`src/rtl/speed_sched_pkg.sv`:
```
// Shared types and constants for the speed command scheduler.
package speed_sched_pkg;

    localparam int SPEED_W         = 4;
    localparam int SPEED_MAX_DIGIT = 9;

    typedef enum logic [1:0] {
        IDLE      = 2'd0,
        REQ       = 2'd1,
        WAIT_DONE = 2'd2
    } sched_state_t;

    function automatic logic [SPEED_W-1:0] clamp_speed(
        input logic [SPEED_W-1:0] speed,
        input logic [SPEED_W-1:0] limit
    );
        return (speed > limit) ? limit : speed;
    endfunction

endpackage

```
`src/rtl/cycle_tick_timer.sv`:
```
// Period counter with clear/enable; wraps (tick at PERIOD-1) or saturates
// (tick on the single cycle the count is about to reach PERIOD-1).
module cycle_tick_timer #(
    parameter int PERIOD   = 10,
    parameter bit SATURATE = 1'b0,
    parameter int CW       = (PERIOD > 1) ? $clog2(PERIOD) : 1
) (
    input  logic          clk,
    input  logic          rst,
    input  logic          clr,
    input  logic          en,
    output logic          tick,
    output logic [CW-1:0] count
);

    localparam logic [CW-1:0] LAST     = CW'(PERIOD - 1);
    localparam logic [CW-1:0] PRE_LAST = CW'(PERIOD - 2);

    // Saturating mode flags the arrival edge, so a parked count never re-fires.
    assign tick = en && !clr && (count == (SATURATE ? PRE_LAST : LAST));

    always_ff @(posedge clk) begin
        if (rst || clr) begin
            count <= '0;
        end else if (en) begin
            if (count == LAST)
                count <= SATURATE ? LAST : '0;
            else
                count <= count + CW'(1);
        end
    end

endmodule

```
`src/rtl/speed_command_scheduler.sv`:
```
// Ramps a requested speed digit one step per ramp period and issues
// valid/ready send requests, with heartbeat re-send, estop and tx timeout.
module speed_command_scheduler
    import speed_sched_pkg::*;
#(
    parameter int SPEED_MAX        = 9,
    parameter int RAMP_CYCLES      = 5_000_000,
    parameter int HEARTBEAT_CYCLES = 25_000_000,
    parameter int TIMEOUT_CYCLES   = 1_000_000
) (
    input  logic               clk,
    input  logic               rst,
    input  logic [SPEED_W-1:0] target_speed,
    input  logic               target_valid,
    input  logic               estop,
    output logic [SPEED_W-1:0] cmd_speed,
    output logic               cmd_valid,
    input  logic               cmd_ready,
    input  logic               tx_done,
    output logic [SPEED_W-1:0] current_speed,
    output logic               busy,
    output logic               timeout_err
);

    localparam logic [SPEED_W-1:0] LIMIT =
        SPEED_W'((SPEED_MAX > SPEED_MAX_DIGIT) ? SPEED_MAX_DIGIT : SPEED_MAX);
    localparam int RAMP_W = (RAMP_CYCLES > 1) ? $clog2(RAMP_CYCLES) : 1;
    localparam int HB_W   = (HEARTBEAT_CYCLES > 1) ? $clog2(HEARTBEAT_CYCLES) : 1;
    localparam int TO_W   = (TIMEOUT_CYCLES > 1) ? $clog2(TIMEOUT_CYCLES) : 1;

    sched_state_t       state_reg;
    logic [SPEED_W-1:0] target_reg;
    logic [SPEED_W-1:0] current_reg;
    logic [SPEED_W-1:0] current_next;
    logic [SPEED_W-1:0] cmd_speed_reg;
    logic               cmd_valid_reg;
    logic               busy_reg;
    logic               timeout_err_reg;
    logic               pending_reg;
    logic               estop_prev_reg;

    logic               ramp_tick;
    logic               hb_tick;
    logic               to_tick;
    logic [RAMP_W-1:0]  ramp_count_unused;
    logic [HB_W-1:0]    hb_count_unused;
    logic [TO_W-1:0]    to_count_unused;

    logic handshake;
    logic take;
    logic timed_out;
    logic pending_set;

    assign handshake = cmd_valid_reg && cmd_ready;
    assign take      = (state_reg == IDLE) && pending_reg;
    assign timed_out = (state_reg == WAIT_DONE) && !tx_done && to_tick;

    cycle_tick_timer #(.PERIOD(RAMP_CYCLES), .SATURATE(1'b0), .CW(RAMP_W)) ramp_timer (
        .clk(clk), .rst(rst), .clr(estop), .en(1'b1),
        .tick(ramp_tick), .count(ramp_count_unused)
    );

    cycle_tick_timer #(.PERIOD(HEARTBEAT_CYCLES), .SATURATE(1'b1), .CW(HB_W)) hb_timer (
        .clk(clk), .rst(rst), .clr(handshake), .en(1'b1),
        .tick(hb_tick), .count(hb_count_unused)
    );

    cycle_tick_timer #(.PERIOD(TIMEOUT_CYCLES), .SATURATE(1'b0), .CW(TO_W)) to_timer (
        .clk(clk), .rst(rst), .clr(handshake), .en(state_reg == WAIT_DONE),
        .tick(to_tick), .count(to_count_unused)
    );

    always_comb begin
        current_next = current_reg;
        if (estop)
            current_next = '0;
        else if (ramp_tick) begin
            if (current_reg < target_reg)
                current_next = current_reg + 4'd1;
            else if (current_reg > target_reg)
                current_next = current_reg - 4'd1;
        end
    end

    assign pending_set = (current_next != current_reg) || hb_tick
                       || (estop && !estop_prev_reg) || timed_out;

    always_ff @(posedge clk) begin
        if (rst) begin
            target_reg     <= '0;
            current_reg    <= '0;
            pending_reg    <= 1'b1;
            estop_prev_reg <= 1'b0;
        end else begin
            estop_prev_reg <= estop;
            current_reg    <= current_next;
            if (estop)
                target_reg <= '0;
            else if (target_valid)
                target_reg <= clamp_speed(target_speed, LIMIT);
            // A new request arriving as the old one is taken must survive.
            pending_reg <= pending_set || (pending_reg && !take);
        end
    end

    always_ff @(posedge clk) begin
        if (rst) begin
            state_reg       <= IDLE;
            cmd_speed_reg   <= '0;
            cmd_valid_reg   <= 1'b0;
            busy_reg        <= 1'b0;
            timeout_err_reg <= 1'b0;
        end else begin
            timeout_err_reg <= 1'b0;
            case (state_reg)
                IDLE: begin
                    if (pending_reg) begin
                        cmd_speed_reg <= current_reg;
                        cmd_valid_reg <= 1'b1;
                        busy_reg      <= 1'b1;
                        state_reg     <= REQ;
                    end
                end
                REQ: begin
                    if (cmd_ready) begin
                        cmd_valid_reg <= 1'b0;
                        state_reg     <= WAIT_DONE;
                    end
                end
                WAIT_DONE: begin
                    if (tx_done) begin
                        busy_reg  <= 1'b0;
                        state_reg <= IDLE;
                    end else if (to_tick) begin
                        timeout_err_reg <= 1'b1;
                        busy_reg        <= 1'b0;
                        state_reg       <= IDLE;
                    end
                end
                default: begin
                    cmd_valid_reg <= 1'b0;
                    busy_reg      <= 1'b0;
                    state_reg     <= IDLE;
                end
            endcase
        end
    end

    assign cmd_speed     = cmd_speed_reg;
    assign cmd_valid     = cmd_valid_reg;
    assign current_speed = current_reg;
    assign busy          = busy_reg;
    assign timeout_err   = timeout_err_reg;

endmodule

```
`config.mk`:
```
export PLATFORM = sky130hd
export DESIGN_NAME = speed_command_scheduler
export DESIGN_NICKNAME = d
export VERILOG_FILES = /design/src/rtl/speed_sched_pkg.sv /design/src/rtl/cycle_tick_timer.sv /design/src/rtl/speed_command_scheduler.sv
export SDC_FILE = /design/constraint.sdc
export NUM_CORES = 1
export LEC_CHECK = 0
export ABC_AREA = 1
export BUFFER_PORTS_ARGS = -buffer_cell sky130_fd_sc_hd__buf_4
export CAP_MARGIN = 30
export CORE_UTILIZATION = 37
export CTS_CLUSTER_DIAMETER = 30
export CTS_CLUSTER_SIZE = 40
export DETAILED_ROUTE_END_ITERATION = 10
export MAX_ROUTING_LAYER = met4
export PLACE_DENSITY_LB_ADDON = 0.3
export REMOVE_ABC_BUFFERS = 1
export SETUP_SLACK_MARGIN = 0.2
export SLEW_MARGIN = 40
export SYNTH_ARGS = -nofsm -noshare
export SYNTH_HDL_FRONTEND = slang
export SYNTH_SLANG_ARGS = --single-unit
```
`constraint.sdc`:
```
create_clock -name clk -period 1.6 [get_ports clk]
set_input_delay 0.08 -clock clk [delete_from_list [all_inputs] [get_ports clk]]
set_output_delay 0.08 -clock clk [all_outputs]
set_load 0.01 [all_outputs]
```
==> impl_metrics.py, run 1 <==
metrics = {
    "cells_and_area": {
        "fin_util": 0.5273,
        "reg_top3": "hb_timer.count (25), ramp_timer.count (23), to_timer.count (20)",
        "final_common_cell": "nand2_1",
        "area_growth_pct": 36.70,
        "layout-drive-gt1-share": 0.3385,
        "final_net_count": 796,
        "antenna_cells": 0,
        "multi_input_area_sq_um": 3122,
        "top_register": "hb_timer.count",
        "largest_register_ffs": 25,
        "final_cell_mix": "nand2_1, nor2_1, inv_1, buf_4, dfxtp_1",
        "fillers": 1102,
        "seq_area_sq_um": 1812,
    },
    "timing": {
        "slew_headroom": 0.7970,
        "fmax_mhz": 687.6,
        "rsz0062_at_grt": "yes",
        "worst-slew-pin-transition_ns": 0.3021,
        "setup_ws_ns": 0.1456,
        "finClkSkew_ns": 0.005459,
        "setup_viol": 0,
        "timing.final.crit_period_ns": 1.454,
        "fin_crit_sh": 0.9090,
        "slew_violations": 0,
        "hold_violations": 0,
    },
    "pwr": {
        "powerDensity_nw_per_um2": 779.4,
        "p_leak_nw": 2.383,
        "peakVddDrop_uv": 631.5,
        "p_total_mw": 4.998,
    },
    "run_status": {
        "status": "completed",
    },
    "place": {
        "io_buffer_count": 20,
        "place_ws_ns": -0.007740,
        "place_hpwl_mm": 8.572,
        "place.gp.congestion": 0.9022,
    },
    "global_route": {
        "track_usage": 0.1933,
        "grt_pass1_wl_mm": 19.71,
        "grt_pass1_vias": 4418,
        "grt_max_degree": 23,
        "grt_remaining_overflow": 0,
        "antenna_found_initial": 0,
    },
    "logic_synthesis": {
        "avgSynthCellArea_sq_um": 6.720,
        "synth.distinct_cells": 38,
        "yosysTopAreaCellShare": 0.3713,
        "syn_inst": 698,
        "synth_area_leaders": "dfxtp_1, nand2_1, nor2_1",
        "ys_seq_elements": 87,
        "synth_flop_cell": "dfxtp_1",
        "ys_seq_area_frac": 0.3713,
        "synth-async-reset-ratio": 0,
        "synth_edf_count": 0,
        "yosysTopAreaCell": "dfxtp_1",
        "mappedNetlistArea_sq_um": 4691,
        "yosysWarnings": 0,
    },
    "clocking": {
        "clk_latency_ns": 0.34,
        "cts.sinks": 87,
        "path_clk_slew_ns": 0.06,
        "tritoncts": "yes",
        "cts_max_level": 3,
        "cts_root_buf": "clkbuf_16",
        "cts_buffer_depth": 2,
        "cts_buffers": 9,
    },
    "routing": {
        "num_vias": 4792,
        "drt-initial-drc-count": 228,
        "wirelength_mm": 12.34,
        "viasPerCell": 5.055,
        "detail_route.wl_per_cell_microns": 13.02,
        "firstDrtPassIters": 5,
        "drc": 0,
        "antenna_left": 0,
    },
    "setup_path": {
        "slowest_stage": "dfxtp_2",
        "start_kind": "register",
        "slowest_delay_ns": 0.33,
        "worstPathMaxFanout": 5,
        "critPathRequiredTime_ns": 1.88,
        "worstPathArrival_ns": 1.74,
        "worst-setup-path-type": "register to register",
        "worstSetupEndpointType": "register",
        "worstPathCellList": "inv_2 > ha_4 > inv_2 > o21bai_1 > nand2_2 > nand2_4 > buf_4 > xor2_1 > nor2_1 > nor2_1",
    },
    "min_path": {
        "worstHoldPathType": "primary input to register",
    },
    "floorplan": {
        "die_y_microns": 114.6,
        "placementRows": 40,
        "initial_utilization": 0.3857,
        "core_region_area_sq_um": 12160,
        "dieArea_sq_um": 13130,
        "ios": 21,
        "fp.dieW_microns": 114.6,
    },
    "job": {
        "maxCapViolCount": 0,
    },
}
==> power by group <==
part	total, mW	leakage [nW]	internal (mW)	switching, mW
Combinational	0.582	1.51	0.245	0.337
Sequential	2.30	0.725	2.24	0.0623
Clock	2.12	0.145	1.28	0.834
==> cells by family after synthesis <==
family | Yosys count | synth area share
AOI/OAI and AO/OA | 92 | 0.1027
xor gates and xnor gates | 13 | 0.02427
adders and majority gates | 10 | 0.02667
buffers and inverters | 104 | 0.08615
DFF | 87 | 0.3713
and+or+nand+nor | 392 | 0.3889
==> synth_stat cells (6+ instances only) <==
library cell and number:
inv_1 93, nor2_1 105, nand3_1 48, nor2_2 6, nand2_2 9, xnor2_1 7, xor2_1 6, a21oi_1 54
nand4_1 20, o21ai_0 27, nor3_1 28, dfxtp_1 87, ha_1 10, nand2_1 144
==> per-stage QoR <==
| stage | hold slack [ns] | TNS [ns] | cells | instance area (sq um) |
|---|---|---|---|---|
| 3_3_place_gp | 0.2940 | 0 | 910 | 5253 |
| 2_1_floorplan | 0.1491 | -0.1221 | 692 | 4654 |
| 5_1_grt | 0.03542 | 0 | 948 | 6412 |
| 4_1_cts | 0.002512 | 0 | 935 | 5838 |
| 6_report | 0.01294 | 0 | 948 | 6412 |
| 3_5_place_dp | 0.2798 | -0.01580 | 910 | 5253 |
==> worst max-delay path, delay by kind of cell (launching register included) <==
kind	cells	cell delay (ns)
buf+inv	3	0.19
fa+ha+maj	1	0.25
simple gates	4	0.32
flops	1	0.33
xor+xnor	1	0.14
compound gates	1	0.15
==> area by class of cell <==
| class | instances | area share |
|---|---|---|
| flip-flops and latches | 87 | 0.2825 |
| clock buffers | 12 | 0.04000 |
| clock inverters | 3 | 0.006634 |
| repair buffers | 73 | 0.09268 |
| multi-input cells | 507 | 0.4868 |
| well taps | 168 | 0.03278 |
| inverters | 98 | 0.05854 |
==> metal layers <==
layer  up-vias  part of all wire  track usage
li1       2425                 -            -
met1      2243              0.45       0.2349
met2       100              0.49       0.3172
met3        24             0.032      0.03176
met4         0             0.023      0.08225
met5         -                 0            -
==> what timing repair did <==
item                                    in CTS  in global routing
hold buffers                                 3                  0
endpoints found under the setup margin      64                 81
pin swaps                                   19                 61
setup buffers                                7                 13
resized for setup                           64                148
endpoints found under the hold margin        4                  0
==> final timing paths <==
check        slack [ns]                  to  depth (start not counted)               start
max                0.15    current_speed[1]                         10       target_reg[1]
min                0.01      estop_prev_reg                          3               estop
max reg2reg        0.15    current_speed[1]                         10       target_reg[1]
min reg2reg        0.47  hb_timer.count[24]                          2  hb_timer.count[24]
(Power assumes the default switching activity.)
==> inputs of run 2 (changes only) <==
- MAX_ROUTING_LAYER: met4 -> default
==> run 2 against run 1 <==
Compared with the run above:
- global-route usage is 0.090 points lower
- cell area is 1.4% higher
- via count is 0.38% lower
- register-to-register slack worse by 0.06 ns
- hold slack worse by 0.0044 ns
- non-clock buffer count is 10 higher
- largest cell class unchanged
==> impl_metrics.py, run 2 (synthesis results as in run 1) <==
metrics = {
    "global_route": {
        "grt_remaining_overflow": 0,
        "antenna_found_initial": 0,
        "grt_pass1_wl_mm": 20.24,
        "grt_max_degree": 23,
        "track_usage": 0.1924,
        "grt_pass1_vias": 4535,
    },
    "timing": {
        "slew_headroom": 0.7332,
        "hold_slack_ns": 0.008496,
        "setup_viol": 0,
        "setup_ws_ns": 0.08971,
        "worst-slew-pin-transition_ns": 0.3971,
        "hold_violations": 0,
        "timing.final.crit_period_ns": 1.510,
        "tns_ns": 0,
        "rsz0062_at_grt": "yes",
        "fmax_mhz": 662.1,
        "finClkSkew_ns": 0.005265,
        "slew_violations": 0,
        "fin_crit_sh": 0.9439,
    },
    "clocking": {
        "clk_latency_ns": 0.34,
        "cts_buffers": 9,
        "path_clk_slew_ns": 0.06,
        "cts.sinks": 87,
        "cts_buffer_depth": 2,
        "cts_max_level": 3,
        "tritoncts": "yes",
        "cts_root_buf": "clkbuf_16",
    },
    "setup_path": {
        "worstPathMaxFanout": 4,
        "worstPathArrival_ns": 1.78,
        "slowest_stage": "dfxtp_4",
        "critPathRequiredTime_ns": 1.87,
        "worstPathCellList": "ha_4 > nand2_4 > nor2_4 > nand2_4 > nor2_4 > nand3b_1 > or2_1 > a21oi_2",
        "ff2ff_path_depth": 8,
        "slowest_delay_ns": 0.37,
        "path_buf_inv": 0,
        "r2r_start": "ramp_timer.count[0]",
        "worstSetupEndpointType": "register",
        "path_delay_family": "simple AND/OR/NAND/NOR gates",
        "start_kind": "register",
        "r2r_end": "ramp_timer.count[16]",
        "r2r_slack_ns": 0.09,
        "worst-setup-path-type": "register to register",
    },
    "floorplan": {
        "die_y_microns": 114.6,
        "placementRows": 40,
        "core_region_area_sq_um": 12160,
        "dieArea_sq_um": 13130,
        "initial_utilization": 0.3857,
        "fp.dieW_microns": 114.6,
        "ios": 21,
    },
    "cells_and_area": {
        "layout-drive-gt1-share": 0.3464,
        "final_area_sq_um": 6500,
        "final_cell_mix": "nand2_1, nor2_1, inv_1, buf_4, dfxtp_1",
        "fin_util": 0.5345,
        "top_register": "hb_timer.count",
        "largest_register_ffs": 25,
        "final_common_cell": "nand2_1",
        "antenna_cells": 0,
        "area_growth_pct": 38.57,
        "reg_top3": "hb_timer.count (25), ramp_timer.count (23), to_timer.count (20)",
        "final_net_count": 806,
        "final_cells": 959,
        "fillers": 1114,
    },
    "place": {
        "postPlaceCellArea_sq_um": 5253,
        "dp.cells": 910,
        "place.gp.congestion": 0.8947,
        "io_buffer_count": 20,
        "place_ws_ns": -0.001804,
        "place_hpwl_mm": 8.591,
    },
    "run_status": {
        "status": "completed",
    },
    "job": {
        "maxCapViolCount": 0,
    },
    "routing": {
        "detail_route.wl_per_cell_microns": 12.88,
        "num_vias": 4774,
        "wirelength_mm": 12.35,
        "drc": 0,
        "drt-initial-drc-count": 188,
        "antenna_left": 0,
        "firstDrtPassIters": 4,
        "viasPerCell": 4.978,
    },
    "min_path": {
        "min-delay-start": "estop",
        "worstHoldPathType": "primary input to register",
        "holdPathStages": 3,
        "min_to": "estop_prev_reg",
    },
    "pwr": {
        "powerDensity_nw_per_um2": 808.9,
        "p_leak_nw": 2.447,
        "p_total_mw": 5.258,
        "peakVddDrop_uv": 652.0,
    },
}
run 2: tightest hold or removal path: stages:
cell and delay (ns):
buf_4 0.09, inv_1 0.06, nor2_1 0.08
run 2: how the worst max path moves through the flow:
stage | from | endpoint | cells past startpoint
3_5_place_dp | to_timer.count[1] | to_timer.count[16] | 8
2_1_floorplan | ramp_timer.count[0] | ramp_timer.count[10] | 10
4_1_cts | ramp_timer.count[0] | ramp_timer.count[2] | 9
6_report | ramp_timer.count[0] | ramp_timer.count[16] | 8
3_3_place_gp | ramp_timer.count[0] | ramp_timer.count[18] | 9
5_1_grt | hb_timer.count[1] | hb_timer.count[4] | 8
run 2: layout make-up:
class / instances / area [sq um] / area share
Multi-Input combinational cell: 507 / 3092 / 0.4757
Sequential cell: 87 / 1822 / 0.2803
Timing Repair Buffer: 83 / 669.4 / 0.1030
Inverter: 98 / 372.9 / 0.05736
Clock buffer: 12 / 256.5 / 0.03946
Tap cell: 168 / 210.2 / 0.03234
Clock inverter: 4 / 77.57 / 0.01193
run 2: per-layer routing:
metal,part of all wire,track usage,vias up
li1,-,-,2450
met1,0.45,0.2416,2184
met2,0.49,0.3321,111
met3,0.038,0.02541,29
met4,0.023,0.07879,0
met5,0,0,-
run 2: where the power goes:
group,total (mW),internal (mW),switching [mW]
clock,2.34,1.46,0.880
combinational,0.608,0.261,0.347
sequential,2.31,2.24,0.0705
run 2: timing repair:
action / in CTS / in global routing
endpoints found under the hold margin: 4 / 0
hold buffers: 3 / 0
cloned: 0 / 0
pin swaps: 19 / 47
setup buffers: 6 / 24
endpoints found under the setup margin: 62 / 75
gates resized for setup: 68 / 141
==> inputs of run 3 (changes only) <==
- CORE_UTILIZATION: 37 -> 40
- CTS_CLUSTER_DIAMETER: 30 -> default
==> run 3 against run 2 <==
Compared with the run above:
- clock skew about the same
- die area down 7.4%
- cell area up 1.3%
- combinational power up 6.4%
- via count up 1.3%
- first-iteration DRC count up 15%
- register-to-register slack about the same
- global-route usage up 1.3 points
- critical path depth unchanged
- wire length up 1.8%
- largest power group is now sequential cells
- highest routed layer unchanged
==> impl_metrics.py, run 3 (synthesis results as in run 1) <==
metrics = {
    "run_status": {
        "status": "completed",
    },
    "clocking": {
        "cts.sinks": 87,
        "cts_buffer_depth": 2,
        "cts_buffers": 9,
        "cts_root_buf": "clkbuf_16",
        "clk_latency_ns": 0.34,
        "path_clk_slew_ns": 0.06,
        "cts_max_level": 3,
        "tritoncts": "yes",
    },
    "setup_path": {
        "start_kind": "register",
        "worstPathMaxFanout": 6,
        "critPathRequiredTime_ns": 1.87,
        "worstSetupEndpointType": "register",
        "r2r_slack_ns": 0.1,
        "r2r_end": "hb_timer.count[4]",
        "worstPathArrival_ns": 1.77,
        "r2r_start": "hb_timer.count[1]",
        "ff2ff_path_depth": 8,
        "worst-setup-path-type": "register to register",
    },
    "timing": {
        "rsz0062_at_grt": "yes",
        "timing.final.crit_period_ns": 1.501,
        "finClkSkew_ns": 0.005534,
        "fin_crit_sh": 0.9382,
        "setup_viol": 0,
        "slew_headroom": 0.7366,
        "hold_violations": 0,
        "fmax_mhz": 666.2,
        "slew_violations": 0,
        "worst-slew-pin-transition_ns": 0.3936,
    },
    "floorplan": {
        "ios": 21,
        "placementRows": 39,
        "core_region_area_sq_um": 11420,
        "dieArea_sq_um": 12160,
        "fp.dieW_microns": 110.3,
        "die_y_microns": 110.3,
        "initial_utilization": 0.4108,
    },
    "cells_and_area": {
        "top_register": "hb_timer.count",
        "area_growth_pct": 40.41,
        "reg_top3": "hb_timer.count (25), ramp_timer.count (23), to_timer.count (20)",
        "final_common_cell": "nand2_1",
        "layout-drive-gt1-share": 0.3734,
        "largest_register_ffs": 25,
        "final_net_count": 799,
        "final_cell_mix": "nand2_1, nor2_1, inv_1, buf_4, dfxtp_1",
        "final_cells": 925,
        "fillers": 1030,
        "antenna_cells": 0,
    },
    "pwr": {
        "powerDensity_nw_per_um2": 760.4,
        "p_leak_nw": 2.475,
        "p_total_mw": 5.008,
        "peakVddDrop_uv": 684.5,
    },
    "place": {
        "place_hpwl_mm": 8.385,
        "dp.cells": 882,
        "place.gp.congestion": 0.8962,
        "io_buffer_count": 20,
    },
    "routing": {
        "wirelength_mm": 12.57,
        "firstDrtPassIters": 5,
        "antenna_left": 0,
        "drt-initial-drc-count": 216,
        "drc": 0,
        "detail_route.wl_per_cell_microns": 13.59,
        "num_vias": 4837,
        "viasPerCell": 5.229,
    },
    "min_path": {
        "holdPathStages": 3,
        "min_to": "estop_prev_reg",
        "min-delay-start": "estop",
        "worstHoldPathType": "primary input to register",
    },
    "global_route": {
        "grt_max_degree": 23,
        "grt_remaining_overflow": 0,
        "grt_pass1_vias": 4399,
        "antenna_found_initial": 0,
        "track_usage": 0.2054,
        "grt_pass1_wl_mm": 19.66,
    },
    "job": {
        "maxCapViolCount": 0,
    },
}
run 3: cell count changes in the layout (fill, tap and decap cells not counted), sizes merged:
cell	change
buf	-7
bufinv	-1
clkbuf	-2
clkinvlp	+1
run 3: cell type report:
class,instances,area [sq um],area share
well taps,143,178.9,0.02717
multi-input cells,507,3268,0.4962
flip-flops and latches,87,1822,0.2766
inverters,98,377.9,0.05737
repair buffers,76,653.1,0.09916
clock buffers,10,239.0,0.03628
clock inverters,4,47.55,0.007219
run 3: report_power, final:
group,leakage [nW],switching [mW],internal (mW)
Clock,0.140,0.830,1.23
Combinational,1.61,0.369,0.279
Sequential,0.726,0.0718,2.23
Total,2.47,1.27,3.74
run 3: worst max path at each step:
stage / from / endpoint / slack, ns / cells after the start
floorplan: ramp_timer.count[0] / ramp_timer.count[10] / -0.06 / 10
global placement: ramp_timer.count[0] / ramp_timer.count[2] / 0.05 / 9
detailed placement: ramp_timer.count[0] / ramp_timer.count[2] / -0.03 / 9
CTS: target_reg[1] / current_speed[2] / 0.14 / 12
global route: current_speed[0] / current_speed[3] / 0.01 / 9
finish: hb_timer.count[1] / hb_timer.count[4] / 0.1 / 8
run 3: metrics by stage:
stage	setup WS, ns	area (sq um)	hold slack, ns	utilization	setup TNS, ns
after floorplan	-0.05855	4654	0.1491	-	-0.1221
after global placement	0.05470	5186	0.2953	0.4542	0
after detailed placement	-0.02533	5186	0.3004	0.4542	-0.2226
after CTS	0.1378	5838	0.005671	0.5113	0
after global routing	0.01302	6586	0.02177	0.5768	0
final	0.09888	6586	0.01802	0.5768	0
run 3: metal layers:
metal  up-vias  share of wire  GRT usage
met2       108           0.50     0.3531
met3        35          0.033    0.02646
met1      2258           0.43     0.2565
met4         0          0.030    0.08929
li1       2436              -          -
met5         -              0          0
run 3: critical path: stages (launching register included):
cell,delay (ns)
dfxtp_2,0.35
ha_4,0.15
inv_4,0.04
nor2_4,0.20
nand4_1,0.13
nor2_1,0.14
nand2_2,0.13
buf_6,0.17
a31oi_1,0.11
run 3: timing repair:
| item | CTS | global route |
|---|---|---|
| pin swaps | 15 | 60 |
| hold endpoints to repair | 4 | 0 |
| resized for setup | 73 | 192 |
| buffers inserted | 11 | 15 |
| hold buffers | 3 | 0 |
| setup endpoints to repair | 66 | 77 |
